`config.mk`:
```
export PLATFORM = sky130hd
export DESIGN_NAME = add_seq_ctrl
export DESIGN_NICKNAME = d
export VERILOG_FILES = /design/src/rtl/add_seq_pkg.sv /design/src/rtl/add_seq_ctrl_slice.sv /design/src/rtl/add_seq_ctrl.sv
export SDC_FILE = /design/constraint.sdc
export NUM_CORES = 1
export LEC_CHECK = 0
export CAP_MARGIN = 20
export CORE_AREA = 3 3 100 102
export CTS_CLUSTER_DIAMETER = 150
export CTS_CLUSTER_SIZE = 20
export DETAILED_ROUTE_END_ITERATION = 10
export DIE_AREA = 0 0 103 105
export GPL_ROUTABILITY_DRIVEN = 0
export PLACE_DENSITY = 0.85
export SYNTH_ARGS = -nofsm -noshare
export SYNTH_HDL_FRONTEND = slang
export SYNTH_HIERARCHICAL = 1
export SYNTH_SLANG_ARGS = --single-unit
export TNS_END_PERCENT = 30
```
`constraint.sdc`:
```
create_clock -name clk -period 4.6 [get_ports clk]
set_input_delay 0.92 -clock clk [delete_from_list [all_inputs] [get_ports clk]]
set_output_delay 0.92 -clock clk [all_outputs]
set_load 0.01 [all_outputs]
```
`src/rtl/add_seq_pkg.sv`:
```
// Shared state encoding and default sizing for the sequential slice adder.
package add_seq_pkg;

  localparam int DEF_WIDTH = 32;
  localparam int DEF_SLICE = 8;

  typedef enum logic [1:0] {
    IDLE = 2'd0,
    RUN  = 2'd1,
    DONE = 2'd2
  } state_t;

  // Slice index width: log2 of the slice count, never narrower than one bit.
  function automatic int k_width(input int nsl);
    return (nsl <= 2) ? 1 : $clog2(nsl);
  endfunction

endpackage

```
`src/rtl/add_seq_ctrl_slice.sv`:
```
// add_slice: combinational SLICE-bit carry-lookahead adder slice; also exposes
// the carry into its MSB so the caller can derive signed overflow.
module add_slice #(
  parameter int SLICE = 8
) (
  input  logic [SLICE-1:0] a,
  input  logic [SLICE-1:0] b,
  input  logic             cin,
  output logic [SLICE-1:0] s,
  output logic             cout,
  output logic             c_msb
);

  logic [SLICE-1:0] g;
  logic [SLICE-1:0] p;
  logic [SLICE:0]   c;
  logic             ci;
  logic             prop;

  assign g = a & b;
  assign p = a ^ b;

  // Each carry is an independent sum of generate terms gated by the
  // propagate chain above them, so no carry depends on another.
  always_comb begin
    c    = '0;
    ci   = 1'b0;
    prop = 1'b1;
    for (int i = 0; i <= SLICE; i++) begin
      ci   = 1'b0;
      prop = 1'b1;
      for (int j = i - 1; j >= 0; j--) begin
        ci   = ci | (g[j] & prop);
        prop = prop & p[j];
      end
      c[i] = ci | (cin & prop);
    end
  end

  assign s     = p ^ c[SLICE-1:0];
  assign cout  = c[SLICE];
  assign c_msb = c[SLICE-1];

endmodule

```
`src/rtl/add_seq_ctrl.sv`:
```
// Sequential WIDTH-bit adder/subtractor processing one SLICE per cycle.
// Define ADD_SEQ_SUB_EN to let op_sub select a - b; otherwise always a + b.
//
// state | meaning
// IDLE  | ready for an operand pair; previous result still visible
// RUN   | adding slice k each cycle, carry chained through carry_q
// DONE  | result valid, held until out_ready
module add_seq_ctrl
  import add_seq_pkg::*;
#(
  parameter int WIDTH = DEF_WIDTH,
  parameter int SLICE = DEF_SLICE
) (
  input  logic             clk,
  input  logic             rst,
  input  logic             in_valid,
  output logic             in_ready,
  input  logic [WIDTH-1:0] in_a,
  input  logic [WIDTH-1:0] in_b,
  input  logic             op_sub,
  output logic             out_valid,
  input  logic             out_ready,
  output logic [WIDTH-1:0] sum,
  output logic             cout,
  output logic             ovf,
  output logic             zero,
  output logic             busy
);

  localparam int NSL = WIDTH / SLICE;
  localparam int KW  = k_width(NSL);

  state_t           state_q;
  state_t           state_d;
  logic [KW-1:0]    k_q;
  logic             carry_q;
  logic [WIDTH-1:0] a_q;
  logic [WIDTH-1:0] b_q;
  logic [WIDTH-1:0] sum_q;
  logic [WIDTH-1:0] sum_nxt;
  logic             cout_q;
  logic             ovf_q;
  logic             zero_q;
  logic             sub_eff;
  logic             last_slice;
  int               base;
  logic [SLICE-1:0] sl_s;
  logic             sl_cout;
  logic             sl_cmsb;

`ifdef ADD_SEQ_SUB_EN
  assign sub_eff = op_sub;
`else
  logic unused_op_sub;
  assign unused_op_sub = op_sub;
  assign sub_eff       = 1'b0;
`endif

  assign base       = 32'(k_q) * SLICE;
  assign last_slice = (k_q == KW'(NSL - 1));

  add_slice #(.SLICE(SLICE)) u_slice (
    .a     (a_q[base +: SLICE]),
    .b     (b_q[base +: SLICE]),
    .cin   (carry_q),
    .s     (sl_s),
    .cout  (sl_cout),
    .c_msb (sl_cmsb)
  );

  always_comb begin
    sum_nxt = sum_q;
    sum_nxt[base +: SLICE] = sl_s;
  end

  always_ff @(posedge clk) begin
    if (rst) state_q <= IDLE;
    else     state_q <= state_d;
  end

  always_comb begin
    state_d = state_q;
    unique case (state_q)
      IDLE:    if (in_valid)   state_d = RUN;
      RUN:     if (last_slice) state_d = DONE;
      DONE:    if (out_ready)  state_d = IDLE;
      default: state_d = IDLE;
    endcase
  end

  always_comb begin
    in_ready  = (state_q == IDLE);
    out_valid = (state_q == DONE);
    busy      = (state_q != IDLE);
  end

  always_ff @(posedge clk) begin
    if (rst) begin
      a_q     <= '0;
      b_q     <= '0;
      carry_q <= 1'b0;
      k_q     <= '0;
      sum_q   <= '0;
      cout_q  <= 1'b0;
      ovf_q   <= 1'b0;
      zero_q  <= 1'b1;
    end else begin
      case (state_q)
        IDLE: if (in_valid) begin
          a_q     <= in_a;
          b_q     <= sub_eff ? ~in_b : in_b;
          carry_q <= sub_eff;
          k_q     <= '0;
        end
        RUN: begin
          sum_q   <= sum_nxt;
          carry_q <= sl_cout;
          // Flags settle only on the final slice; k stops there instead of wrapping.
          if (last_slice) begin
            cout_q <= sl_cout;
            ovf_q  <= sl_cmsb ^ sl_cout;
            zero_q <= (sum_nxt == '0);
          end else begin
            k_q <= k_q + KW'(1);
          end
        end
        default: ;
      endcase
    end
  end

  assign sum  = sum_q;
  assign cout = cout_q;
  assign ovf  = ovf_q;
  assign zero = zero_q;

endmodule

```
==> results of run 1 <==
[power groups by stage]
stage | combinational, W | clock [W] | sequential, W
2_1_floorplan | 0.000188 | 0 | 0.000974
3_3_place_gp | 0.000295 | 0 | 0.000979
3_5_place_dp | 0.000305 | 0 | 0.000981
4_1_cts | 0.000308 | 0.000643 | 0.000961
5_1_grt | 0.000343 | 0.000678 | 0.000965
6_report | 0.000320 | 0.000642 | 0.000961
[cell type report]
cell class	instances	area share, %
Sequential cell	104	34.90
Timing Repair Buffer	113	18.96
Multi-Input combinational cell	381	39.18
Tap cell	111	2.328
Clock buffer	9	2.076
Inverter	13	0.8180
Clock inverter	7	1.741
[per-layer routing]
metal  part of all wire [%]  vias up  GRT usage [%]
met2                     49      203          36.76
met5                      0        -              0
met3                    6.8       57          3.672
met1                     40     1968          28.54
li1                       -     2022              -
met4                    4.7        0          11.29
[metrics by stage]
| step | hold WS [ns] | instance area (um2) | setup slack [ns] | total power (W) |
|---|---|---|---|---|
| 6_report | 0.4599 | 5966 | 0.4565 | 0.001923 |
| 4_1_cts | 0.4595 | 5926 | 0.5096 | 0.001912 |
| 3_3_place_gp | 0.4410 | 5698 | 0.6742 | 0.001274 |
| 2_1_floorplan | 0.4304 | 4597 | 0.5531 | 0.001162 |
| 3_5_place_dp | 0.4453 | 5698 | 0.5679 | 0.001287 |
| 5_1_grt | 0.4793 | 5966 | 0.2958 | 0.001986 |
[critical path: stages (launching register included)]
cell and delay [ns]:
dfxtp_1 0.57, buf_4 0.25, mux4_2 0.51, ha_1 0.37
and2_4 0.20, a221oi_2 0.33, o21ai_2 0.15, a21oi_1 0.20
xnor2_1 0.22, nor3_1 0.43, a31oi_4 0.12, or4_1 0.50
o31ai_2 0.21
[final timing paths]
path | from | to | slack [ns]
worst max register to register | k_q[0] | zero | 0.46
worst min-delay path | a_q[0] | a_q[0] | 0.46
worst min register to register | a_q[0] | a_q[0] | 0.46
worst max-delay path | k_q[0] | zero | 0.46
[cell families after synthesis]
| logic type | count (synthesis) | synth area share [%] |
|---|---|---|
| fa+ha+maj | 15 | 4.246 |
| mux | 18 | 8.302 |
| xor+xnor | 8 | 1.524 |
| compound gates | 126 | 17.56 |
| simple gates | 214 | 19.13 |
| buf+inv | 44 | 3.947 |
| flops | 104 | 45.29 |
[flip-flops by register name, summed over array words and instances, names as in the netlist]
register  cells
carry_q       1
zero          1
a_q          32
cout          1
ovf           1
sum          32
k_q           2
b_q          32
state_q       2
[cells in the mapped netlist, types with 6 or more instances]
library cell	count	share of area (%)
dfxtp_1	104	45
a22oi_1	32	5.2
nand2_1	140	11
inv_1	12	0.98
nor2_1	45	3.7
nand3_1	6	0.65
mux4_2	16	7.8
clkbuf_1	21	1.7
a21oi_1	75	8.2
buf_1	6	0.49
ha_1	14	3.8
==> reports/metrics.cfg, run 1 <==
[status]
status=finished clean

[final_layout]
fill_cells=737
multiInputGateArea_um2=2337
stdcell_count=738
drive_gt1_share_pct=8.931
final_common_cell=nand2_1
n_antenna_cell=0
seq_area_um2=2082
fin_nets=706
area_growth_pct=29.78
finish.utilization_pct=64.87
final_cell_mix=nand2_1 (139), dfxtp_1 (104), clkdlybuf4s50_1 (104), a21oi_1 (75), nor2_1 (45)

[floorplanning]
die-area_um2=10820
initial_utilization_pct=49.99
coreArea_um2=9196
ios=107
die_h_um=105
fp-row-count=35
die_x_um=103

[power]
power.leakage_nw=2.226
p_switching_w=0.0005278
internal_power_w=0.001395
power_frac_comb_pct=16.6
seq_power_share_pct=50.0
clockPowerShare_pct=33.4
ir_drop_mv=0.1695
p_sw_share_pct=27.45
p_per_area_nw_per_um2=322.3

[logic_synthesis]
synth-seq-cells=104
ys_seq_area_share_pct=45.29
avgSynthCellArea_um2=8.690
synth_edf_count=0
async_reset_ff_share_pct=0
ys.flop_type=dfxtp_1
syn_area_um2=4597
ys_warn_count=6
syn_nets=613
syn_inst=529
synth_cell_type_count=46

[timing]
worst_pin_slew_ns=0.7573
maxClockFrequency_mhz=241.3
post-route-period-util_pct=90.08
maxSlewHeadroom_pct=49.15
finClkSkew_ns=0.01681
period_needed_ns=4.143
final.setup.tns_ns=0
finalSetupViolations=0
drv_slew=0
hold_violations=0
rsz0062_at_grt=no

[clock_tree]
cts_hold_buf=0
cts_resized=0
clock_path_buffers=2
tritoncts=built
h-tree-depth=3
cts_made_buffers=9
insertion_delay_ns=0.38
post_cts_buffers=0
clkSinkCount=104
clk_pin_slew_ns=0.11
cts-root-buf=clkbuf_8

[drt]
vias=4250
drt_iter0_drc=265
detail-route-antenna-nets=0
via_per_inst=5.759
drcViolationCount=0
firstDrtPassIters=5
avgRoutedWirePerCell_um=16.72
wl_um=12340

[grt]
overflow=0
grt_antenna_before_repair=0
grt_pass1_vias=4184
grt_pass1_wl_um=19470
grt_max_degree=68
grtUsageTotal_pct=22.59

[placement]
detailed_place_hpwl_um=8741
io_buffers=105
dp.cells=720

[critical_path]
reg2reg_depth=12
cp-end-kind=flop
critPathLaunchType=flop
crit_fanout=6
cp.arrival_ns=4.43
worstPathRequired_ns=4.89
critical_path_class=reg2reg

[hold_path]
holdPathStages=2
min-delay-path-class=reg2reg

[flow_run]
max-cap-violations=0

Note: power is estimated with default switching activity, not from simulation.
==> run 2: changes to the inputs <==
PLACE_DENSITY = 0.79   (was 0.85)
==> run 2 against run 1 <==
Worst hold slack better by 0.00067 ns. Worst setup slack better by 0.12 ns. Wire length is 8.0% lower. Clock power is 12% lower. Utilization is 0.46 points lower. Register-to-register slack better by 0.12 ns. Fmax is 3.1% higher. Count of clock-buffer cells in the layout is 1 higher. Global-route usage is 1.8 points lower. Total power is 4.6% lower. Critical path type unchanged.
==> reports/metrics.cfg, run 2 (synthesis results as in run 1) <==
[timing]
post-route-period-util_pct=87.37  ; was 90.08%
period_needed_ns=4.019  ; was 4.143 ns
finClkSkew_ns=0.01050  ; was 0.01681 ns
maxSlewHeadroom_pct=46.05  ; was 49.15%
hold_violations=0  ; unchanged
finalSetupViolations=0  ; unchanged
drv_slew=0  ; unchanged
worst_pin_slew_ns=0.8092  ; was 0.7573 ns
maxClockFrequency_mhz=248.8  ; was 241.3 MHz
final.setup.tns_ns=0  ; unchanged
rsz0062_at_grt=no  ; unchanged

[clock_tree]
cts_hold_buf=0  ; unchanged
clock_path_buffers=2  ; unchanged
cts_made_buffers=9  ; unchanged
clk_pin_slew_ns=0.10  ; was 0.11 ns
clkSinkCount=104  ; unchanged
post_cts_buffers=0  ; unchanged
insertion_delay_ns=0.36  ; was 0.38 ns
tritoncts=built  ; unchanged
cts_resized=0  ; unchanged
h-tree-depth=3  ; unchanged
cts-root-buf=clkbuf_8  ; unchanged

[drt]
via_per_inst=5.520  ; was 5.759
avgRoutedWirePerCell_um=15.47  ; was 16.72 um
drcViolationCount=0  ; unchanged
drt_iter0_drc=237  ; was 265
vias=4052  ; was 4250
wl_um=11360  ; was 12340 um
firstDrtPassIters=6  ; was 5
detail-route-antenna-nets=0  ; unchanged

[critical_path]
slowest_delay_ns=0.53  ; was 0.57 ns
critical_path_class=reg2reg  ; unchanged
path_cells=buf_12 -> mux4_2 -> ha_1 -> and2_4 -> a221oi_2 -> o21ai_2 -> a21oi_1 -> xnor2_1 -> nor3_1 -> a31oi_4 -> or4_1 -> o31ai_2  ; was buf_4 -> mux4_2 -> ha_1 -> and2_4 -> a221oi_2 -> o21ai_2 -> a21oi_1 -> xnor2_1 -> nor3_1 -> a31oi_4 -> or4_1 -> o31ai_2
worstPathRequired_ns=4.88  ; was 4.89 ns
cp-end-kind=flop  ; unchanged
cp.arrival_ns=4.30  ; was 4.43 ns
ff2ff_setup_slack_ns=0.58  ; was 0.46 ns
reg2reg_depth=12  ; unchanged
rr_startpoint=k_q[0]  ; unchanged
rr_endpoint=zero  ; unchanged
slowest_stage=mux4_2  ; was dfxtp_1
crit_fanout=24  ; was 6
critPathLaunchType=flop  ; unchanged

[grt]
grtUsageTotal_pct=20.82  ; was 22.59%
grt_pass1_vias=3799  ; was 4184
grt_pass1_wl_um=17950  ; was 19470 um
grt_antenna_before_repair=0  ; unchanged
grt_max_degree=66  ; was 68
overflow=0  ; unchanged

[final_layout]
final_cell_mix=nand2_1 (139), dfxtp_1 (104), clkdlybuf4s50_1 (104), a21oi_1 (75), nor2_1 (45)  ; unchanged
finish.utilization_pct=64.41  ; was 64.87%
area_growth_pct=28.85  ; was 29.78%
stdcell_count=734  ; was 738
fin_nets=703  ; was 706
final_common_cell=nand2_1  ; unchanged
drive_gt1_share_pct=8.347  ; was 8.931%
fill_cells=746  ; was 737
n_antenna_cell=0  ; unchanged

[floorplanning]
ios=107  ; unchanged
coreArea_um2=9196  ; unchanged
die_x_um=103  ; unchanged
die_h_um=105  ; unchanged
initial_utilization_pct=49.99  ; unchanged
die-area_um2=10820  ; unchanged
fp-row-count=35  ; unchanged

[placement]
io_buffers=105  ; unchanged
dp.cells=717  ; was 720
detailed_place_hpwl_um=8404  ; was 8741 um

[hold_path]
hold_end=a_q[27]  ; was a_q[0]
min-delay-path-class=reg2reg  ; unchanged
holdPathStages=2  ; unchanged
min_from=a_q[27]  ; was a_q[0]

[status]
status=finished clean  ; unchanged

[power]
p_per_area_nw_per_um2=309.7  ; was 322.3 nW/um2
ir_drop_mv=0.1505  ; was 0.1695 mV
power.leakage_nw=2.202  ; was 2.226 nW

[flow_run]
max-cap-violations=0  ; unchanged

run 2: worst max path at each step:
stage	from	endpoint	slack [ns]
floorplan	k_q[0]	zero	0.55
global placement	k_q[0]	zero	0.74
detailed placement	k_q[0]	zero	0.61
CTS	k_q[0]	zero	0.58
global route	k_q[0]	zero	0.33
finish	k_q[0]	zero	0.58
run 2: worst max-delay path, delay by kind of cell, from the launching register on:
| kind | cells | cell delay, ns |
|---|---|---|
| buf+inv | 1 | 0.24 |
| flops | 1 | 0.48 |
| fa+ha+maj | 1 | 0.37 |
| compound gates | 5 | 0.97 |
| simple gates | 3 | 1.12 |
| mux | 1 | 0.53 |
| xor+xnor | 1 | 0.22 |
run 2: routing by layer:
metal  share of wire (%)  GRT usage [%]
met1                  44          28.10
met2                  48          33.82
met3                 6.6          3.471
met4                 1.7          6.475
met5                   0              0
run 2: where the power goes:
group          total (W)  switching [W]  internal (W)
Sequential      0.000962      0.0000246      0.000937
Combinational   0.000310       0.000167      0.000143
Clock           0.000562       0.000298      0.000264
Total            0.00183       0.000490       0.00134
run 2: per-stage QoR:
step	total power [W]	hold WS, ns	instance area (um2)	setup WS (ns)
floorplan	0.001162	0.4304	4597	0.5531
global placement	0.001275	0.4419	5688	0.7369
detailed placement	0.001286	0.4471	5688	0.6129
CTS	0.001836	0.4605	5883	0.5846
global route	0.001906	0.4796	5923	0.3326
finish	0.001834	0.4606	5923	0.5811
run 2: layout make-up:
| cell class | instances | area (um2) | share of cell area (%) |
|---|---|---|---|
| Clock buffer | 10 | 137.6 | 2.324 |
| Sequential cell | 104 | 2082 | 35.15 |
| Inverter | 13 | 48.80 | 0.8238 |
| Timing Repair Buffer | 110 | 1121 | 18.93 |
| Clock inverter | 5 | 57.56 | 0.9717 |
| Multi-Input combinational cell | 381 | 2337 | 39.46 |
| Tap cell | 111 | 138.9 | 2.345 |
